### config.mk
export PLATFORM = sky130hd
export DESIGN_NAME = debouncer_multi
export DESIGN_NICKNAME = d
export VERILOG_FILES = /design/src/rtl/debouncer_pkg.sv /design/src/rtl/debounce_channel.sv /design/src/rtl/debouncer_multi.sv
export SDC_FILE = /design/constraint.sdc
export NUM_CORES = 1
export LEC_CHECK = 0
export BUFFER_PORTS_ARGS = -buffer_cell sky130_fd_sc_hd__buf_4
export CORE_UTILIZATION = 40
export CTS_BUF_LIST = sky130_fd_sc_hd__clkbuf_4
export DETAILED_ROUTE_END_ITERATION = 7
export PLACE_DENSITY = 0.64
export SLEW_MARGIN = 20
export SYNTH_ARGS = -nofsm -noshare
export SYNTH_HDL_FRONTEND = slang
export SYNTH_SLANG_ARGS = --single-unit
### constraint.sdc
create_clock -name clk -period 1.5 [get_ports clk]
set_clock_uncertainty 0.05 [all_clocks]
set_input_delay 0.225 -clock clk [delete_from_list [all_inputs] [get_ports clk]]
set_output_delay 0.225 -clock clk [all_outputs]
set_load 0.03 [all_outputs]
### src/rtl/debouncer_pkg.sv
// Shared defaults and sizing helper for the multi-channel debouncer.
package debouncer_pkg;

    localparam int DEF_STABLE_CYCLES = 16;
    localparam int DEF_SYNC_STAGES   = 2;

    // Counter width for a window of n cycles; never narrower than one bit.
    function automatic int cnt_width(input int n);
        int w;
        w = $clog2(n);
        return (w < 1) ? 1 : w;
    endfunction

endpackage

### src/rtl/debounce_channel.sv
// One debounced channel: synchroniser chain, stability counter, level and edge pulses.
module debounce_channel
    import debouncer_pkg::*;
#(
    parameter int   STABLE_CYCLES = DEF_STABLE_CYCLES,
    parameter int   SYNC_STAGES   = DEF_SYNC_STAGES,
    parameter logic INIT_LEVEL    = 1'b0
) (
    input  logic clk,
    input  logic rst,
    input  logic signal_i,
    output logic level_o,
    output logic rise_o,
    output logic fall_o,
    output logic flip_o
);

    localparam int             CW      = cnt_width(STABLE_CYCLES);
    localparam logic [CW-1:0]  CNT_MAX = CW'(STABLE_CYCLES - 1);

    if (STABLE_CYCLES < 2) begin : g_chk_stable
        $error("debounce_channel: STABLE_CYCLES must be >= 2");
    end
    if (SYNC_STAGES < 2) begin : g_chk_sync
        $error("debounce_channel: SYNC_STAGES must be >= 2");
    end

    logic [SYNC_STAGES-1:0] sync_q;
    logic [CW-1:0]          cnt_q, cnt_d;
    logic                   level_q, level_d;
    logic                   rise_q, rise_d;
    logic                   fall_q, fall_d;
    logic                   s;

    assign s = sync_q[SYNC_STAGES-1];

    // Any cycle of agreement restarts the count; the output flips only on the last disagreeing cycle.
    always_comb begin
        cnt_d   = cnt_q;
        level_d = level_q;
        rise_d  = 1'b0;
        fall_d  = 1'b0;
        if (s == level_q) begin
            cnt_d = '0;
        end else if (cnt_q < CNT_MAX) begin
            cnt_d = cnt_q + 1'b1;
        end else begin
            cnt_d   = '0;
            level_d = s;
            rise_d  = s;
            fall_d  = ~s;
        end
    end

    always_ff @(posedge clk) begin
        if (rst) begin
            sync_q  <= {SYNC_STAGES{INIT_LEVEL}};
            cnt_q   <= '0;
            level_q <= INIT_LEVEL;
            rise_q  <= 1'b0;
            fall_q  <= 1'b0;
        end else begin
            sync_q  <= {sync_q[SYNC_STAGES-2:0], signal_i};
            cnt_q   <= cnt_d;
            level_q <= level_d;
            rise_q  <= rise_d;
            fall_q  <= fall_d;
        end
    end

    assign level_o = level_q;
    assign rise_o  = rise_q;
    assign fall_o  = fall_q;
    assign flip_o  = rise_d | fall_d;

endmodule

### src/rtl/debouncer_multi.sv
// Multi-channel debouncer: independent channels plus a shared registered any-edge flag.
module debouncer_multi
    import debouncer_pkg::*;
#(
    parameter int   CHANNELS      = 4,
    parameter int   STABLE_CYCLES = DEF_STABLE_CYCLES,
    parameter int   SYNC_STAGES   = DEF_SYNC_STAGES,
    parameter logic INIT_LEVEL    = 1'b0
) (
    input  logic                clk,
    input  logic                rst,
    input  logic [CHANNELS-1:0] signal_in,
    output logic [CHANNELS-1:0] signal_out,
    output logic [CHANNELS-1:0] rise,
    output logic [CHANNELS-1:0] fall,
    output logic                any_edge
);

    if (CHANNELS < 1) begin : g_chk_channels
        $error("debouncer_multi: CHANNELS must be >= 1");
    end

    logic [CHANNELS-1:0] flip;
    logic                any_edge_q;

    for (genvar i = 0; i < CHANNELS; i++) begin : g_ch
        debounce_channel #(
            .STABLE_CYCLES (STABLE_CYCLES),
            .SYNC_STAGES   (SYNC_STAGES),
            .INIT_LEVEL    (INIT_LEVEL)
        ) u_ch (
            .clk      (clk),
            .rst      (rst),
            .signal_i (signal_in[i]),
            .level_o  (signal_out[i]),
            .rise_o   (rise[i]),
            .fall_o   (fall[i]),
            .flip_o   (flip[i])
        );
    end

    // Registered from the channels' next-state pulses so it lines up with rise/fall.
    always_ff @(posedge clk) begin
        if (rst) begin
            any_edge_q <= 1'b0;
        end else begin
            any_edge_q <= |flip;
        end
    end

    assign any_edge = any_edge_q;

endmodule

==> summary.md, run 1 <==
| Metric | Value |
|---|---|
| Height of the chip | 60.2 um |
| Sw Ratio | 20.3% |
| Drt pass-1 iters | 4 |
| Min-delay src | signal_in[0] |
| Min Tclk post-route | 1.39 ns |
| Initial DRC Count | 22 |
| Critical path class | reg -> reg |
| Share of post-route cells with drive strength above 1 | 18.8% |
| Fill count | 302 |
| Worst Setup SP | g_ch[3].u_ch.cnt_q[0] |
| Count of cell types in the netlist | 18 |
| Total Routed Length | 1940 um |
| Via count | 850 |
| Gate count of the mapped netlist | 127 |
| Synth Net Count | 137 |
| Starting Density | 43.3% |
| Core ar. | 3130 sq um |
| Initial antenna violation count | 0 |
| Clock latency on the worst-skew pair | 0.34 ns |
| Met2 Usage GRT | 22.0% |
| Synth cell count leaders | dfxtp_1 (37), nor2_1 (16), buf_4 (12) |
| RSZ-0062 raised after global routing | no |
| Clock power share | 38.8% |
| Placement Setup Slack | 0.127 ns |
| Total Routing Usage GR | 13.1% |
| Top cells by area, synth | dfxtp_1 (55%), buf_4 (6.7%), nor4b_1 (5.2%), xnor2_1 (5.2%), nor2_1 (4.4%) |
| Final ANT Viol Nets | 0 |
| Die area | 3620 sq um |
| Cts repair resizes | 0 |
| Reg clk slew, reported paths | 0.11 ns |
| HP Class | in -> reg |
| # rows | 20 |
| WHS | 0.0415 ns |
| Post-route cell area | 1520 sq um |
| Met1 Use GR | 13.2% |
| Nets | 147 |
| Crit-path max FO | 5 |
| Setup crit start kind | register |
| Area growth from synthesis to layout | 12.3% |
| # H-tree levels | 2 |
| Pwr dens | 1120 nW/um^2 |
| Setup Buffers After CTS | 0 |
| Port bufs | 18 |
| Synth Flop Type | dfxtp_1 |
| Post-synthesis sequential area ratio | 54.7% |
| MaxCap Viol Count | 0 |
| Grt ovf | 0 |
| Slowest stage delay, CP | 0.41 ns |
| Slowest cell on the critical path | or3b_1 |
| Placed Area | 1440 sq um |
| Synth async-reset ratio | 0% |
| Max clock buf depth | 2 |
| Top Ports | 19 |
| Inst Count DP | 174 |
| Cts hold-fix bufs | 0 |
| Residual DRC | 0 |
| Status | finished, final reports clean |
| Data arrival time of the critical path | 1.63 ns |
| Part of the cycle the worst path needs | 92.8% |
| Reg power frac | 58.7% |
| Die width | 60.2 um |
| Top-count cell post-synth | dfxtp_1 |
| Seq cells post-synth | 37 |
| Max Fclk | 719 MHz |
| Worst Path Required | 1.74 ns |
| Final hold vios | 0 |
| Root Buffer Master | clkbuf_4 |
| Least-Margin Pin Slew | 0.291 ns |
| Reg-to-Reg Start | g_ch[3].u_ch.cnt_q[0] |
| Final setup fails | 0 |
| Post-synth top area share | 54.7% |
| Number of flops mapped to enable cells by yosys | 0 |
| Diode count | 0 |
| Total power | 1.71 mW |
| Pint | 1.36 mW |
| Mean Syn Cell Area | 10.7 sq um |
| Final RePlAce weighted congestion | 0.674 |
| # clock sinks | 37 |
| Synthesis Warnings | 0 |
| Relative slew slack | 80.4% |
| Mapped Area | 1350 sq um |
| Worst-path cell chain | ha_1 -> nand3_1 -> or3b_1 -> nor2_1 |
| DP HPWL | 1390 um |
| Core Util, Final | 48.6% |
| Leak Pwr | 0.604 nW |
| Largest net degree at the start of global routing | 30 |
| Leading area contributor after synthesis | dfxtp_1 |
| Final WS setup | 0.108 ns |
| Wire per inst | 10.6 um |
| Global route hottest layer | met2 |
| Global-route wire length before repair | 3370 um |
| TritonCTS clock tree | yes |
| Peak VDD IR | 0.590 mV |
| Num CTS Buffers | 5 |
| Sw power | 348 uW |
| Grt met3 use | 5.19% |
| Vias in the first global route | 859 |
| CP Capture Type | register |
| Slew Limit Fails | 0 |
| Comb power frac | 2.5% |
| Final cell count without fillers | 182 |
| Vias/cell | 4.67 |
| Setup TNS | 0 ns |
## routing by layer
metal / up-vias / share of wire [%]
li1: 436 / -
met1: 396 / 44
met2: 11 / 50
met3: 7 / 3.9
met4: 0 / 2.4
met5: - / 0
## power groups by stage
stage / sequential, mW / combinational (mW) / clock, mW
floorplan: 1.02 / 0.0299 / 0
global placement: 1.03 / 0.0427 / 0
detailed placement: 1.03 / 0.0445 / 0
CTS: 1.00 / 0.0446 / 0.686
global route: 1.01 / 0.0496 / 0.737
finish: 1.00 / 0.0433 / 0.662
## worst max-delay path, delay by kind of cell, from the launching register on
family                   cells  cell delay (ns)
adder cells (fa/ha/maj)      1             0.23
flip-flops                   1             0.35
AND/OR/NAND/NOR              3             0.72
## logic make-up (layout without fill, tap and decap cells)
family / Yosys count / count (layout) / share of synthesized area, %
AND/OR/NAND/NOR: 46 / 46 / 19.0
adder cells (fa/ha/maj): 4 / 4 / 3.70
flip-flops: 37 / 37 / 54.7
XOR/XNOR: 12 / 12 / 7.76
multiplexers: 4 / 4 / 2.96
buffers and inverters: 19 / 30 / 8.69
AO/OA/AOI/OAI: 5 / 5 / 3.14
## layout make-up
cell class	count	area (sq um)	share of cell area, %
tap	44	55.1	3.62
inverter	4	15.0	0.988
sequential	37	741	48.7
timing repair buffer	18	135	8.89
multi-input combinational	71	495	32.6
clock inverter	3	41.3	2.72
clock buffer	5	37.5	2.47
## worst paths after layout
kind / to / slack (ns) / cells past startpoint
max: g_ch[3].u_ch.cnt_q[3] / 0.11 / 4
min reg2reg: g_ch[3].u_ch.sync_q[1] / 0.40 / 1
max reg2reg: g_ch[3].u_ch.cnt_q[3] / 0.11 / 4
min: g_ch[0].u_ch.sync_q[0] / 0.04 / 2
## registers in the layout (all words and copies together), names as in the netlist
| name | count |
|---|---|
| g_ch.u_ch.level_o | 4 |
| g_ch.u_ch.fall_o | 4 |
| any_edge | 1 |
| g_ch.u_ch.rise_o | 4 |
| g_ch.u_ch.cnt_q | 16 |
| g_ch.u_ch.sync_q | 8 |
## cell usage in the layout, fill, tap and decap left out, types with 4 or more instances in the layout
| cell | netlist | final |
|---|---|---|
| buf_4 | 12 | 18 |
| clkbuf_4 | 0 | 5 |
| dfxtp_1 | 37 | 37 |
| ha_1 | 4 | 4 |
| inv_1 | 4 | 4 |
| mux2i_1 | 4 | 4 |
| nand3_1 | 8 | 8 |
| nor2_1 | 16 | 16 |
| nor2b_1 | 8 | 8 |
| nor3_1 | 4 | 4 |
| nor4b_1 | 8 | 8 |
| xnor2_1 | 8 | 8 |
| xor2_1 | 4 | 4 |
Power figures use the tool's default switching activity.
==> inputs of run 2 (changes only) <==
Settings changed: CORE_MARGIN set to 5, RECOVER_POWER set to 25.
==> run 2 against run 1 <==
Against the previous run:
- critical endpoint is now g_ch[0].u_ch.cnt_q[3]
- sequential share of layout area increased by 0.080 points
- worst hold slack improved by 0.0081 ns
- highest routed layer unchanged
- design area decreased by 0.16%
- die area increased by 28%
- power decreased by 1.4%
- flip-flop and latch count unchanged
==> summary.md, run 2 (synthesis results as in run 1) <==
| Metric | Value |
|---|---|
| Initial DRC Count | 22 (unchanged) |
| Height of the chip | 68.2 um (+13%) |
| Largest register by flop count | g_ch.u_ch.cnt_q |
| Clock power share | 38.0% (-0.8 points) |
| Relative slew slack | 23.2% (-57 points) |
| Min Tclk post-route | 1.38 ns (-0.00875 ns) |
| Worst Setup SP | g_ch[0].u_ch.cnt_q[0] |
| TritonCTS clock tree | yes |
| Worst Hold End | g_ch[0].u_ch.sync_q[0] |
| Least-Margin Pin Slew | 1.15 ns (+0.861 ns) |
| RSZ-0062 raised after global routing | no |
| Leak Pwr | 0.603 nW (-0.23%) |
| Final setup fails | 0 (unchanged) |
| Final hold vios | 0 (unchanged) |
| Share of post-route cells with drive strength above 1 | 19.0% (+0.14 points) |
| Total Routed Length | 2000 um (+3.3%) |
| Pint | 1.35 mW (-0.50%) |
| Setup crit start kind | register |
| Slowest cell on the critical path | or3b_1 |
| Leading cell type in the layout, fill and taps excluded | dfxtp_1 |
| Global-route wire length before repair | 3480 um (+3.3%) |
| Area growth from synthesis to layout | 12.1% |
| Part of the cycle the worst path needs | 92.2% (-0.58 points) |
| Worst-path cell chain | ha_1 -> nand3_1 -> or3b_1 -> nor2_1 |
| # H-tree levels | 2 (unchanged) |
| Initial antenna violation count | 0 (unchanged) |
| Peak VDD IR | 0.539 mV (-8.6%) |
| Worst reg2reg path depth | 4 (unchanged) |
| Slowest stage delay, CP | 0.42 ns (about the same) |
| # rows | 21 (+5.0%) |
| Die area | 4650 sq um (+28%) |
| Commonest cells after routing, fill and taps aside | dfxtp_1 (37), buf_4 (17), nor2_1 (16) |
| Port bufs | 18 (unchanged) |
| Total Routing Usage GR | 10.7% (-2.4 points) |
| Setup TNS | 0 ns (unchanged) |
| Crit-path max FO | 5 (unchanged) |
| Cts hold-fix bufs | 0 (unchanged) |
| Max clock buf depth | 2 (unchanged) |
| Reg2reg setup slack | 0.12 ns (about the same) |
| Worst R2R End | g_ch[0].u_ch.cnt_q[3] |
| Reg-to-Reg Start | g_ch[0].u_ch.cnt_q[0] |
| Status | finished, final reports clean |
| Reg clk slew, reported paths | 0.10 ns (about the same) |
| Final RePlAce weighted congestion | 0.679 (+0.68%) |
| Sw power | 331 uW (-4.7%) |
| Drt pass-1 iters | 4 (unchanged) |
| Vias/cell | 4.66 (-0.20%) |
| DP HPWL | 1430 um (+2.7%) |
| Via count | 853 (+0.35%) |
| HP Class | in -> reg |
| CP Capture Type | register |
| Worst Path Required | 1.73 ns (about the same) |
| Crit path max-delay family | simple AND/OR/NAND/NOR gates |
| Largest regs | g_ch.u_ch.cnt_q (16), g_ch.u_ch.sync_q (8) |
| Wire per inst | 10.9 um (+2.7%) |
| Core ar. | 3310 sq um (+5.8%) |
| Data arrival time of the critical path | 1.61 ns (-0.02 ns) |
| Comb power frac | 2.5% (about the same) |
| Slew Limit Fails | 0 (unchanged) |
| WHS | 0.0495 ns (+0.00805 ns) |
| Sw Ratio | 19.6% (-0.69 points) |
| Starting Density | 40.9% (-2.4 points) |
| Min-delay src | signal_in[0] |
| MaxCap Viol Count | 0 (unchanged) |
| Residual DRC | 0 (unchanged) |
| Hold path cells | 2 (unchanged) |
| Reg power frac | 59.5% (+0.8 points) |
| Diode count | 0 (unchanged) |
| Pwr dens | 1110 nW/um^2 (-1.2%) |
| Num CTS Buffers | 5 (unchanged) |
| Max Fclk | 723 MHz (+0.63%) |
| Crit path buffers/inverters | 0 (unchanged) |
| Root Buffer Master | clkbuf_4 |
| Die width | 68.2 um (+13%) |
| Final ANT Viol Nets | 0 (unchanged) |
| Vias in the first global route | 820 (-4.5%) |
| Clock latency on the worst-skew pair | 0.33 ns (about the same) |
| Largest net degree at the start of global routing | 30 (unchanged) |
| Max FFs per register | 16 (unchanged) |
| # clock sinks | 37 (unchanged) |
| Grt ovf | 0 (unchanged) |
| Top Ports | 19 (unchanged) |
| Critical path class | reg -> reg |
| Nets | 147 (unchanged) |
-- run 2: changes by cell type in the layout (fill, tap and decap cells not counted), sizes merged --
cell	previous run	this run
clkinvlp	1	0
clkbuf	5	6
buf	18	17
-- run 2: repair_timing --
item,in CTS,in global routing
endpoints found under the hold margin,0,0
setup buffers,0,0
resized for setup,0,1
setup endpoints to repair,0,1
-- run 2: layer usage --
metal | GRT usage [%] | routed length, um | up-vias
met3 | 4.27 | 81 | 6
met4 | 9.43 | 58 | 0
met2 | 17.1 | 971 | 14
met5 | 0 | 0 | -
met1 | 10.6 | 888 | 397
li1 | - | - | 436
-- run 2: how the worst max path moves through the flow --
stage                                  to  slack (ns)  cells after the start
detailed placement  g_ch[3].u_ch.cnt_q[0]        0.10                      4
CTS                 g_ch[3].u_ch.cnt_q[0]        0.08                      4
floorplan           g_ch[3].u_ch.cnt_q[3]        0.23                      4
finish              g_ch[0].u_ch.cnt_q[3]        0.12                      4
global route        g_ch[0].u_ch.cnt_q[3]        0.04                      4
global placement    g_ch[3].u_ch.cnt_q[3]        0.20                      4
-- run 2: area by class of cell --
type	instances	area (sq um)
multi-input cells	71	500
flip-flops and latches	37	741
inverters	4	15.0
repair buffers	18	131
clock inverters	2	35.0
clock buffers	5	37.5
fillers	328	1790
well taps	46	57.6
-- run 2: through the flow --
stage | instance area (sq um) | std cells | worst slack [ns] | utilization [%] | power (mW)
final | 1520 | 183 | 0.117 | 45.8 | 1.69
after global routing | 1520 | 183 | 0.0427 | 45.8 | 1.77
after CTS | 1520 | 183 | 0.0763 | 45.8 | 1.72
after detailed placement | 1440 | 176 | 0.102 | 43.6 | 1.07
after global placement | 1440 | 176 | 0.197 | 43.6 | 1.07
after floorplan | 1350 | 127 | 0.230 | - | 1.05
-- run 2: power by group through the flow --
stage	clock, mW	sequential [mW]	combinational [mW]
6_report	0.641	1.00	0.0421
5_1_grt	0.714	1.01	0.0486
4_1_cts	0.672	1.00	0.0442
3_5_place_dp	0	1.03	0.0439
3_3_place_gp	0	1.03	0.0423
2_1_floorplan	0	1.02	0.0299
